==> src/rtl/clock_divider_pkg.sv <==
// Shared mode encodings and reset defaults for the clock divider bank.
// CLOCK_DIVIDER_STEP_EN decides whether mode 2 (STEP) is executable or folds onto TOGGLE.
package clock_divider_pkg;

  typedef enum logic [1:0] {
    MODE_TOGGLE = 2'd0,
    MODE_PULSE  = 2'd1,
    MODE_STEP   = 2'd2,
    MODE_RSVD   = 2'd3
  } mode_e;

  localparam int unsigned DEFAULT_DIV = 25000000;

  // Map a raw mode field onto a mode this build can execute.
  function automatic mode_e norm_mode(input logic [1:0] raw);
    case (raw)
      MODE_PULSE: return MODE_PULSE;
`ifdef CLOCK_DIVIDER_STEP_EN
      MODE_STEP:  return MODE_STEP;
`endif
      default:    return MODE_TOGGLE;
    endcase
  endfunction

endpackage

==> src/rtl/clock_divider_channel.sv <==
// One divider channel: counter, pending config, mode output logic, optional step edge-detect.
// Step logic is built only when CLOCK_DIVIDER_STEP_EN is defined.
module clock_divider_channel
  import clock_divider_pkg::*;
#(
  parameter int unsigned DIV_WIDTH = 32,
  parameter int unsigned RESET_DIV = clock_divider_pkg::DEFAULT_DIV
) (
  input  logic                 clock,
  input  logic                 reset,
  input  logic                 enable_i,
  input  logic                 cfg_we_i,
  input  logic [DIV_WIDTH-1:0] cfg_div_i,
  input  logic [1:0]           cfg_mode_i,
  input  logic                 step_req_i,
  output logic                 clk_out_o,
  output logic                 tick_o,
  output logic                 cfg_pending_o
);

  logic [DIV_WIDTH-1:0] count_q, count_d;
  logic [DIV_WIDTH-1:0] div_act_q, div_act_d;
  logic [DIV_WIDTH-1:0] div_pend_q, div_pend_d;
  mode_e                mode_act_q, mode_act_d;
  mode_e                mode_pend_q, mode_pend_d;
  logic                 pend_q, pend_d;
  logic                 clk_q, clk_d;
  logic                 tick_q, tick_d;

  logic                 step_mode, terminal, load_now, load, step_edge;
  logic [DIV_WIDTH-1:0] new_div;
  mode_e                new_mode;

`ifdef CLOCK_DIVIDER_STEP_EN
  logic step_q;

  always_ff @(posedge clock) begin
    if (!reset) begin
      step_q <= 1'b0;
    end else begin
      step_q <= step_req_i;
    end
  end

  assign step_edge = step_req_i & ~step_q;
`else
  logic unused_step_req;
  assign unused_step_req = step_req_i;
  assign step_edge       = 1'b0;
`endif

  assign step_mode = (mode_act_q == MODE_STEP);
  assign terminal  = enable_i && !step_mode && (count_q == div_act_q);
  // STEP has no terminal count, so a write there takes effect at once.
  assign load_now  = cfg_we_i && (terminal || step_mode);
  assign load      = load_now || (terminal && pend_q);
  assign new_div   = load_now ? cfg_div_i : div_pend_q;
  assign new_mode  = load_now ? norm_mode(cfg_mode_i) : mode_pend_q;

  always_comb begin
    count_d     = count_q;
    div_act_d   = div_act_q;
    mode_act_d  = mode_act_q;
    div_pend_d  = div_pend_q;
    mode_pend_d = mode_pend_q;
    pend_d      = pend_q;
    clk_d       = clk_q;
    tick_d      = 1'b0;

    case (mode_act_q)
      MODE_PULSE: begin
        clk_d  = 1'b0;
        tick_d = terminal;
      end
      MODE_STEP: begin
        clk_d  = clk_q ^ step_edge;
        tick_d = step_edge;
      end
      default: clk_d = clk_q ^ terminal;
    endcase

    if (enable_i && !step_mode) begin
      count_d = terminal ? '0 : count_q + DIV_WIDTH'(1);
    end

    if (cfg_we_i && !load_now) begin
      div_pend_d  = cfg_div_i;
      mode_pend_d = norm_mode(cfg_mode_i);
      pend_d      = 1'b1;
    end

    if (load) begin
      div_act_d  = new_div;
      mode_act_d = new_mode;
      pend_d     = 1'b0;
      if (new_mode == MODE_PULSE) clk_d = 1'b0;
      if (new_mode == MODE_STEP)  count_d = '0;
    end
  end

  always_ff @(posedge clock) begin
    if (!reset) begin
      count_q     <= '0;
      div_act_q   <= DIV_WIDTH'(RESET_DIV);
      mode_act_q  <= MODE_TOGGLE;
      div_pend_q  <= '0;
      mode_pend_q <= MODE_TOGGLE;
      pend_q      <= 1'b0;
      clk_q       <= 1'b0;
      tick_q      <= 1'b0;
    end else begin
      count_q     <= count_d;
      div_act_q   <= div_act_d;
      mode_act_q  <= mode_act_d;
      div_pend_q  <= div_pend_d;
      mode_pend_q <= mode_pend_d;
      pend_q      <= pend_d;
      clk_q       <= clk_d;
      tick_q      <= tick_d;
    end
  end

  assign clk_out_o     = clk_q;
  assign tick_o        = tick_q;
  assign cfg_pending_o = pend_q;

endmodule

==> src/rtl/clock_divider_bank.sv <==
// N_CH independent run-time reprogrammable clock dividers sharing one config write port.
// Define CLOCK_DIVIDER_STEP_EN to enable manual single-step mode.
module clock_divider_bank #(
  parameter int unsigned N_CH        = 2,
  parameter int unsigned DIV_WIDTH   = 32,
  parameter int unsigned DEFAULT_DIV = clock_divider_pkg::DEFAULT_DIV,
  parameter int unsigned SEL_WIDTH   = 3
) (
  input  logic                 clock,
  input  logic                 reset,
  input  logic [N_CH-1:0]      ch_enable_i,
  input  logic                 cfg_we_i,
  input  logic [SEL_WIDTH-1:0] cfg_sel_i,
  input  logic [DIV_WIDTH-1:0] cfg_div_i,
  input  logic [1:0]           cfg_mode_i,
  input  logic [N_CH-1:0]      step_req_i,
  output logic [N_CH-1:0]      clk_out_o,
  output logic [N_CH-1:0]      tick_o,
  output logic [N_CH-1:0]      cfg_pending_o
);

  logic [N_CH-1:0] cfg_we_ch;

  // Selects at or beyond N_CH match no channel, so such writes vanish.
  for (genvar i = 0; i < N_CH; i++) begin : g_ch
    assign cfg_we_ch[i] = cfg_we_i && (cfg_sel_i == SEL_WIDTH'(i));

    clock_divider_channel #(
      .DIV_WIDTH (DIV_WIDTH),
      .RESET_DIV (DEFAULT_DIV)
    ) u_channel (
      .clock         (clock),
      .reset         (reset),
      .enable_i      (ch_enable_i[i]),
      .cfg_we_i      (cfg_we_ch[i]),
      .cfg_div_i     (cfg_div_i),
      .cfg_mode_i    (cfg_mode_i),
      .step_req_i    (step_req_i[i]),
      .clk_out_o     (clk_out_o[i]),
      .tick_o        (tick_o[i]),
      .cfg_pending_o (cfg_pending_o[i])
    );
  end

endmodule
==> config.mk <==
export PLATFORM = sky130hd
export DESIGN_NAME = clock_divider_bank
export DESIGN_NICKNAME = d
export VERILOG_FILES = /design/src/rtl/clock_divider_pkg.sv /design/src/rtl/clock_divider_channel.sv /design/src/rtl/clock_divider_bank.sv
export SDC_FILE = /design/constraint.sdc
export NUM_CORES = 1
export LEC_CHECK = 0
export ABC_AREA = 1
export CAP_MARGIN = 20
export CORE_MARGIN = 5
export CORE_UTILIZATION = 55
export DETAILED_ROUTE_END_ITERATION = 7
export DONT_BUFFER_PORTS = 1
export GPL_ROUTABILITY_DRIVEN = 0
export PLACE_DENSITY_LB_ADDON = 0.3
export SLEW_MARGIN = 25
export SYNTH_ARGS = -nofsm -noshare
export SYNTH_HDL_FRONTEND = slang
export SYNTH_HIERARCHICAL = 1
export SYNTH_SLANG_ARGS = --single-unit
==> constraint.sdc <==
create_clock -name clock -period 2.1 [get_ports clock]
set_input_delay 0.42 -clock clock [delete_from_list [all_inputs] [get_ports clock]]
set_output_delay 0.42 -clock clock [all_outputs]
set_load 0.01 [all_outputs]
==> metrics, run 1 <==
Skew-Pair Late Insertion Delay 0.52 ns; routing usage on met3 0.0546; worst vdd ir 0.000591 V; hold buffers post-CTS 0; Port Buf Inserts 0; die area 0.0243 mm^2; DPL Wire Length 24500 um; Clock Skews 0.0165 ns; Data arrival, critical path 2.43 ns; Final period util 0.960; Num CTS Buffers 24; largest net degree at the start of global routing 61; CTS HTree Levels 1; worst min path class input pin to flop; area of placed instances 0.0120 mm^2; remaining antenna violation count 0; startpoint types flop; run status finished, final reports clean; Max Freq 496 MHz; Crit Path Max Fanout 9; Yosys cell types 31; R2R setup slack 0.08 ns; WL final 34000 um; # rows 53; 1st-iter DRT viols 1081; syn_area_per_cell 6.04 um^2; n_diodes 0; Max Cap Viol 0; Die Y 156 um; die width 156 um; Max Buffers Root-to-Sink 3; Num Clock Sinks 202; Pleak 5.80 nW; Cells after Synth 1934; met1 usage 0.399; number of global-route vias before repair 10617; global-route wire length before repair 54500 um; fin area 0.0129 mm^2; CTS root buffer clkbuf_16; Synth Net Count 1980; min Tclk post-route 2.02 ns; Final Hold Viols 0; number of enable flip-flop cells after synthesis 0; vias 12059; core area 0.0210 mm^2; Total Power 8.32 mW; Starting Density 0.558; synthesized area 0.0117 mm^2; met2 Use GR 0.402; fraction of layout cells with a size suffix above 1 0.0646; global route hottest layer met2; CTS tree done; CP required 2.51 ns; final setup fails 0; Layout fillers 2018; Slew headroom 0.622; Layout area overhead 10.8%; #FFs+latches synth 202; vias per cell 5.46; Tot GR Track Use 0.272; fin. max-slew vios 0; DR pass1 iterations 5; worst slew pin tran 0.567 ns; Worst Setup End Kind flop; grt ovf 0; final net count 1968; Top FF cell, synth dfxtp_1; crit path kind flop to flop; Cell Pwr Density 643 mW/mm^2; Reg clk slew, reported paths 0.06 ns; initial antenna violation count 0; DR WL/cell 15.4 um; synth warn 6; asr flop ratio synth 0; Residual DRC 0; I/O pin count 50; sequential cell area fraction in the yosys report 0.346
==> worst paths after layout <==
kind,cells after the start,endpoint,from
min,1,g_ch[0].u_channel/count_q[1]$_SDFFE_PN0P_,ch_enable_i[0]
max,10,g_ch[0].u_channel/div_act_q[24]$_SDFFE_PN1P_,g_ch[0].u_channel/count_q[4]$_SDFFE_PN0P_
min reg2reg,2,g_ch[1].u_channel/div_pend_q[15]$_SDFFE_PN0P_,g_ch[1].u_channel/div_pend_q[15]$_SDFFE_PN0P_
max reg2reg,10,g_ch[0].u_channel/div_act_q[24]$_SDFFE_PN1P_,g_ch[0].u_channel/count_q[4]$_SDFFE_PN0P_
==> critical path, cell delays in order, from the launching register on <==
cell and delay, ns:
dfxtp_1 0.33, xnor2_1 0.39, nand3_1 0.11, nand3b_1 0.21
nor2_2 0.20, nand3_2 0.14, nor2_4 0.22, buf_12 0.15
nand2_1 0.05, nand2_1 0.06, inv_1 0.04
==> what timing repair did <==
item	4_1_cts	5_1_grt
endpoints found under the setup margin	0	120
setup buffers	0	4
endpoints found under the hold margin	0	0
gates resized for setup	0	30
==> flip-flops by register name, indices dropped and copies added (netlist names) <==
| name | cells |
|---|---|
| g_ch.u_channel/clk_out_o | 2 |
| g_ch.u_channel/tick_o | 2 |
| g_ch.u_channel/cfg_pending_o | 2 |
| g_ch.u_channel/mode_act_q | 2 |
| g_ch.u_channel/div_pend_q | 64 |
| g_ch.u_channel/mode_pend_q | 2 |
| g_ch.u_channel/count_q | 64 |
| g_ch.u_channel/div_act_q | 64 |
==> Yosys cell counts (8+ instances only) <==
cell / instances / area, um^2
nor2_1: 218 / 818
clkbuf_1: 44 / 165
buf_2: 12 / 60.1
buf_4: 8 / 60.1
xor2_1: 20 / 175
nor3_1: 48 / 240
mux2i_1: 8 / 80.1
dfxtp_1: 202 / 4040
o21ai_0: 16 / 80.1
inv_2: 8 / 30.0
a21oi_1: 102 / 510
nand4_1: 68 / 425
nand3_1: 232 / 1160
nand2_1: 593 / 2230
nor3b_1: 10 / 75.1
buf_1: 10 / 37.5
inv_1: 285 / 1070
xnor2_1: 8 / 70.1
==> kinds of logic (layout without fill, tap and decap cells) <==
family,after synthesis,in the layout,synth area share
AOI/OAI and AO/OA,122,122,0.0533
DFF,202,202,0.346
buffers and inverters,373,374,0.128
and+or+nand+nor,1199,1199,0.443
adders and majority gates,2,2,0.00214
muxes,8,8,0.00685
xor gates and xnor gates,28,28,0.0210
==> per-layer routing <==
| metal | vias up | wire (um) |
|---|---|---|
| li1 | 6053 | - |
| met1 | 5424 | 14900 |
| met2 | 513 | 14300 |
| met3 | 69 | 3700 |
| met4 | 0 | 1050 |
| met5 | - | 0 |
==> per-stage QoR <==
step,util,hold slack [ns],TNS [ns],setup WS (ns),std cells
6_report,0.618,0.0133,0,0.0832,2210
5_1_grt,0.618,0.0123,-0.00440,-0.00351,2210
4_1_cts,0.611,0.00874,0,0.00962,2205
3_5_place_dp,0.574,0.451,0,0.00428,2166
3_3_place_gp,0.574,0.445,0,0.0917,2166
2_1_floorplan,-,0.429,0,0.347,1934
==> area by class of cell <==
| class | count | area, um^2 | area share |
|---|---|---|---|
| Tap cell | 275 | 344 | 0.0266 |
| Multi-Input combinational cell | 1359 | 6210 | 0.480 |
| Clock buffer | 34 | 719 | 0.0556 |
| Inverter | 293 | 1100 | 0.0850 |
| Timing Repair Buffer | 42 | 448 | 0.0346 |
| Sequential cell | 202 | 4060 | 0.313 |
| Clock inverter | 5 | 60.1 | 0.00464 |
==> power breakdown <==
group / switching [mW] / internal, mW / total, mW
Clock: 1.66 / 2.49 / 4.14
Sequential: 0.0241 / 3.87 / 3.89
Combinational: 0.182 / 0.0980 / 0.280
Total: 1.86 / 6.45 / 8.32
==> layout by cell type, fill, tap and decap left out, types with 12 or more instances in the layout <==
| master | count |
|---|---|
| a21oi_1 | 102 |
| buf_4 | 29 |
| clkbuf_16 | 26 |
| dfxtp_1 | 192 |
| inv_1 | 285 |
| nand2_1 | 592 |
| nand3_1 | 232 |
| nand4_1 | 68 |
| nor2_1 | 206 |
| nor2_2 | 12 |
| nor3_1 | 48 |
| o21ai_0 | 16 |
| xor2_1 | 20 |
No activity file was read; power rests on OpenSTA's default activity.
==> inputs of run 2 (changes only) <==
--- a/config.mk
+++ b/config.mk
@@ -16,5 +16,4 @@
 export SLEW_MARGIN = 25
 export SYNTH_ARGS = -nofsm -noshare
 export SYNTH_HDL_FRONTEND = slang
-export SYNTH_HIERARCHICAL = 1
 export SYNTH_SLANG_ARGS = --single-unit
==> metrics, run 2 <==
#FFs+latches synth 202 (unchanged); Sequential Power Share 0.488 (was 0.468); largest net degree at the start of global routing 123 (was 61); Die Y 154 um (was 156 um); pre-CTS setup slack 0.0309 ns (was 0.00428 ns); Crit Path Max Fanout 23 (was 9); worst slew pin tran 0.507 ns (was 0.567 ns); Worst Setup End Kind flop (unchanged); Synth Net Count 1889 (was 1980); Hold Path Stages 1 (unchanged); DPL Wire Length 22100 um (was 24500 um); CP required 2.51 ns (about the same); initial antenna violation count 0 (unchanged); count leader, synth nand2_1 (unchanged); I/O pin count 50 (unchanged); synthesized area 0.0113 mm^2 (was 0.0117 mm^2); worst min path class input pin to flop (unchanged); number of enable flip-flop cells after synthesis 0 (unchanged); CTS root buffer clkbuf_16 (unchanged); worst vdd ir 0.000509 V (was 0.000591 V); 1st-iter DRT viols 1001 (was 1081); Comb power frac 0.042 (was 0.034); Clock Skews 0.0141 ns (was 0.0165 ns); Synth top cells by count nand2_1, inv_1, nor2_1, dfxtp_1, nand3_1 (was nand2_1, inv_1, nand3_1, nor2_1, dfxtp_1); Residual DRC 0 (unchanged); Yosys cell types 41 (was 31); Reg clk slew, reported paths 0.06 ns (about the same); Synth top area share 0.357 (was 0.346); worst setup margin 0.111 ns (was 0.0832 ns); Final Hold Viols 0 (unchanged); Final period util 0.947 (was 0.960); Placed Instances 2080 (was 2166); # rows 52 (was 53); final std cells w/o fill 2123 (was 2210); core area 0.0202 mm^2 (was 0.0210 mm^2); area leader, netlist dfxtp_1 (unchanged); RSZ-0062 raised after global routing true; fin. max-slew vios 0 (unchanged); most frequent cells in the layout nand2_1, inv_1, nor2_1 (was nand2_1, inv_1, nand3_1); FF/Latch Area 0.00405 mm^2 (was 0.00406 mm^2); die width 154 um (was 156 um); Starting Density 0.560 (was 0.558); Cells after Synth 1843 (was 1934); Max Freq 503 MHz (was 496 MHz); crit path kind flop to flop (unchanged); hold buffers post-CTS 0 (unchanged); Largest regs g_ch.u_channel.count_q: 64 flops, g_ch.u_channel.div_act_q: 64 flops, g_ch.u_channel.div_pend_q: 64 flops (was g_ch.u_channel/count_q: 64 flops, g_ch.u_channel/div_act_q: 64 flops, g_ch.u_channel/div_pend_q: 64 flops); global-route wire length before repair 49700 um (was 54500 um); vias per cell 5.37 (was 5.46); Port Buf Inserts 0 (unchanged); asr flop ratio synth 0 (unchanged); Skew-Pair Late Insertion Delay 0.52 ns (about the same); grt ovf 0 (unchanged); Net Switching 1.85 mW (was 1.86 mW); switch share 0.231 (was 0.224); Tot GR Track Use 0.247 (was 0.272); Slew headroom 0.659 (was 0.622); Pleak 5.67 nW (was 5.80 nW); syn_area_per_cell 6.15 um^2 (was 6.04 um^2); commonest non-fill, non-tap cell in the layout nand2_1 (unchanged); DR pass1 iterations 5 (unchanged); WL final 30300 um (was 34000 um); top cells by area, synth dfxtp_1, nand2_1, inv_1, nor2_1, nand3_1 (was dfxtp_1, nand2_1, nand3_1, inv_1, nor2_1); Data arrival, critical path 2.40 ns (was 2.43 ns); fraction of layout cells with a size suffix above 1 0.0826 (was 0.0646); min Tclk post-route 1.99 ns (was 2.02 ns); Cell Pwr Density 639 mW/mm^2 (was 643 mW/mm^2); DR WL/cell 14.3 um (was 15.4 um); Num CTS Buffers 23 (was 24); final net count 1883 (was 1968); Setup TNS Final 0 ns (unchanged); area occupied by multi-input gates 0.00593 mm^2 (was 0.00621 mm^2); Num Clock Sinks 202 (unchanged); Total Power 8.02 mW (was 8.32 mW); die area 0.0236 mm^2 (was 0.0243 mm^2); final setup fails 0 (unchanged); remaining antenna violation count 0 (unchanged); startpoint types flop (unchanged); Clock Power Share 0.470 (was 0.498); CTS HTree Levels 1 (unchanged); number of global-route vias before repair 10222 (was 10617); Max Buffers Root-to-Sink 3 (unchanged); Layout fillers 1911 (was 2018); Hold Slack 0.0133 ns (about the same); synth warn 0 (was 6); R2R cell count 12 (was 10); Top FF cell, synth dfxtp_1 (unchanged); Max Cap Viol 0 (unchanged); sequential cell area fraction in the yosys report 0.357 (was 0.346); Internal 6.17 mW (was 6.45 mW); vias 11404 (was 12059); Layout area overhead 10.7% (was 10.8%); n_diodes 0 (unchanged); run status finished, final reports clean (unchanged); CTS tree done (unchanged)
run 2: cell types whose count changed in the layout (fill, tap and decap cells not counted), sizes merged, moves of 9 or more:
cell   before  now
a21oi     102   66
inv       294  285
nand2     595  518
nand3     236  197
nor2      226  262
o21ai      16   59
run 2: area by class of cell:
cell class	instances	area share
flip-flops and latches	202	0.323
multi-input cells	1276	0.473
well taps	270	0.0269
clock buffers	36	0.0529
repair buffers	49	0.0368
inverters	285	0.0855
clock inverters	5	0.00229
run 2: layer usage:
layer  part of all wire  vias up  track usage
met1               0.44     5167        0.348
met3              0.097       52       0.0610
met4              0.023        0       0.0576
met5                  0        -            0
met2               0.44      429        0.383
li1                   -     5756            -
run 2: cells by family (layout without fill, tap and decap cells):
kind of cell / Yosys count / after routing / synth area share
compound gates: 136 / 136 / 0.0626
xor+xnor: 29 / 29 / 0.0224
simple gates: 1109 / 1109 / 0.428
fa+ha+maj: 2 / 2 / 0.00221
flops: 202 / 202 / 0.357
buf+inv: 365 / 375 / 0.128
run 2: final timing paths:
check                                                startpoint                                             to  slack (ns)
setup reg to reg     g_ch[0].u_channel.count_q[14]$_SDFFE_PN0P_         g_ch[0].u_channel.clk_out_o$_SDFF_PN0_        0.11
hold reg to reg   g_ch[1].u_channel.div_pend_q[20]$_SDFFE_PN0P_  g_ch[1].u_channel.div_pend_q[20]$_SDFFE_PN0P_        0.48
hold / removal                                   ch_enable_i[0]      g_ch[0].u_channel.count_q[0]$_SDFFE_PN0P_        0.01
setup / recovery     g_ch[0].u_channel.count_q[14]$_SDFFE_PN0P_         g_ch[0].u_channel.clk_out_o$_SDFF_PN0_        0.11
run 2: critical path, cell delays in order (launching register included):
cell and delay [ns]:
dfxtp_1 0.41, inv_2 0.06, nand2_1 0.12, nand2_1 0.06
nor2_1 0.11, nand4_1 0.17, nor2_4 0.18, buf_4 0.15
nand3_2 0.11, buf_12 0.19, nand2_1 0.08, nand3_1 0.08
nor2b_1 0.14
run 2: stage by stage:
step                      area, um^2   util
after floorplan                11300      -
after global placement         11700  0.580
after detailed placement       11700  0.580
after CTS                      12400  0.614
after global routing           12600  0.620
final                          12600  0.620
run 2: power by group through the flow:
| stage | clock network (mW) | registers (mW) | logic, mW |
|---|---|---|---|
| after floorplan | 0 | 3.99 | 0.289 |
| after global routing | 4.00 | 3.92 | 0.383 |
| after global placement | 0 | 4.00 | 0.319 |
| final | 3.77 | 3.92 | 0.334 |
| after detailed placement | 0 | 4.00 | 0.328 |
| after CTS | 3.81 | 3.91 | 0.331 |
run 2: repair_timing:
item                                    CTS  global route
buffers inserted                          0             2
endpoints found under the hold margin     0             0
gates resized for setup                   0            39
endpoints found under the setup margin    0           127
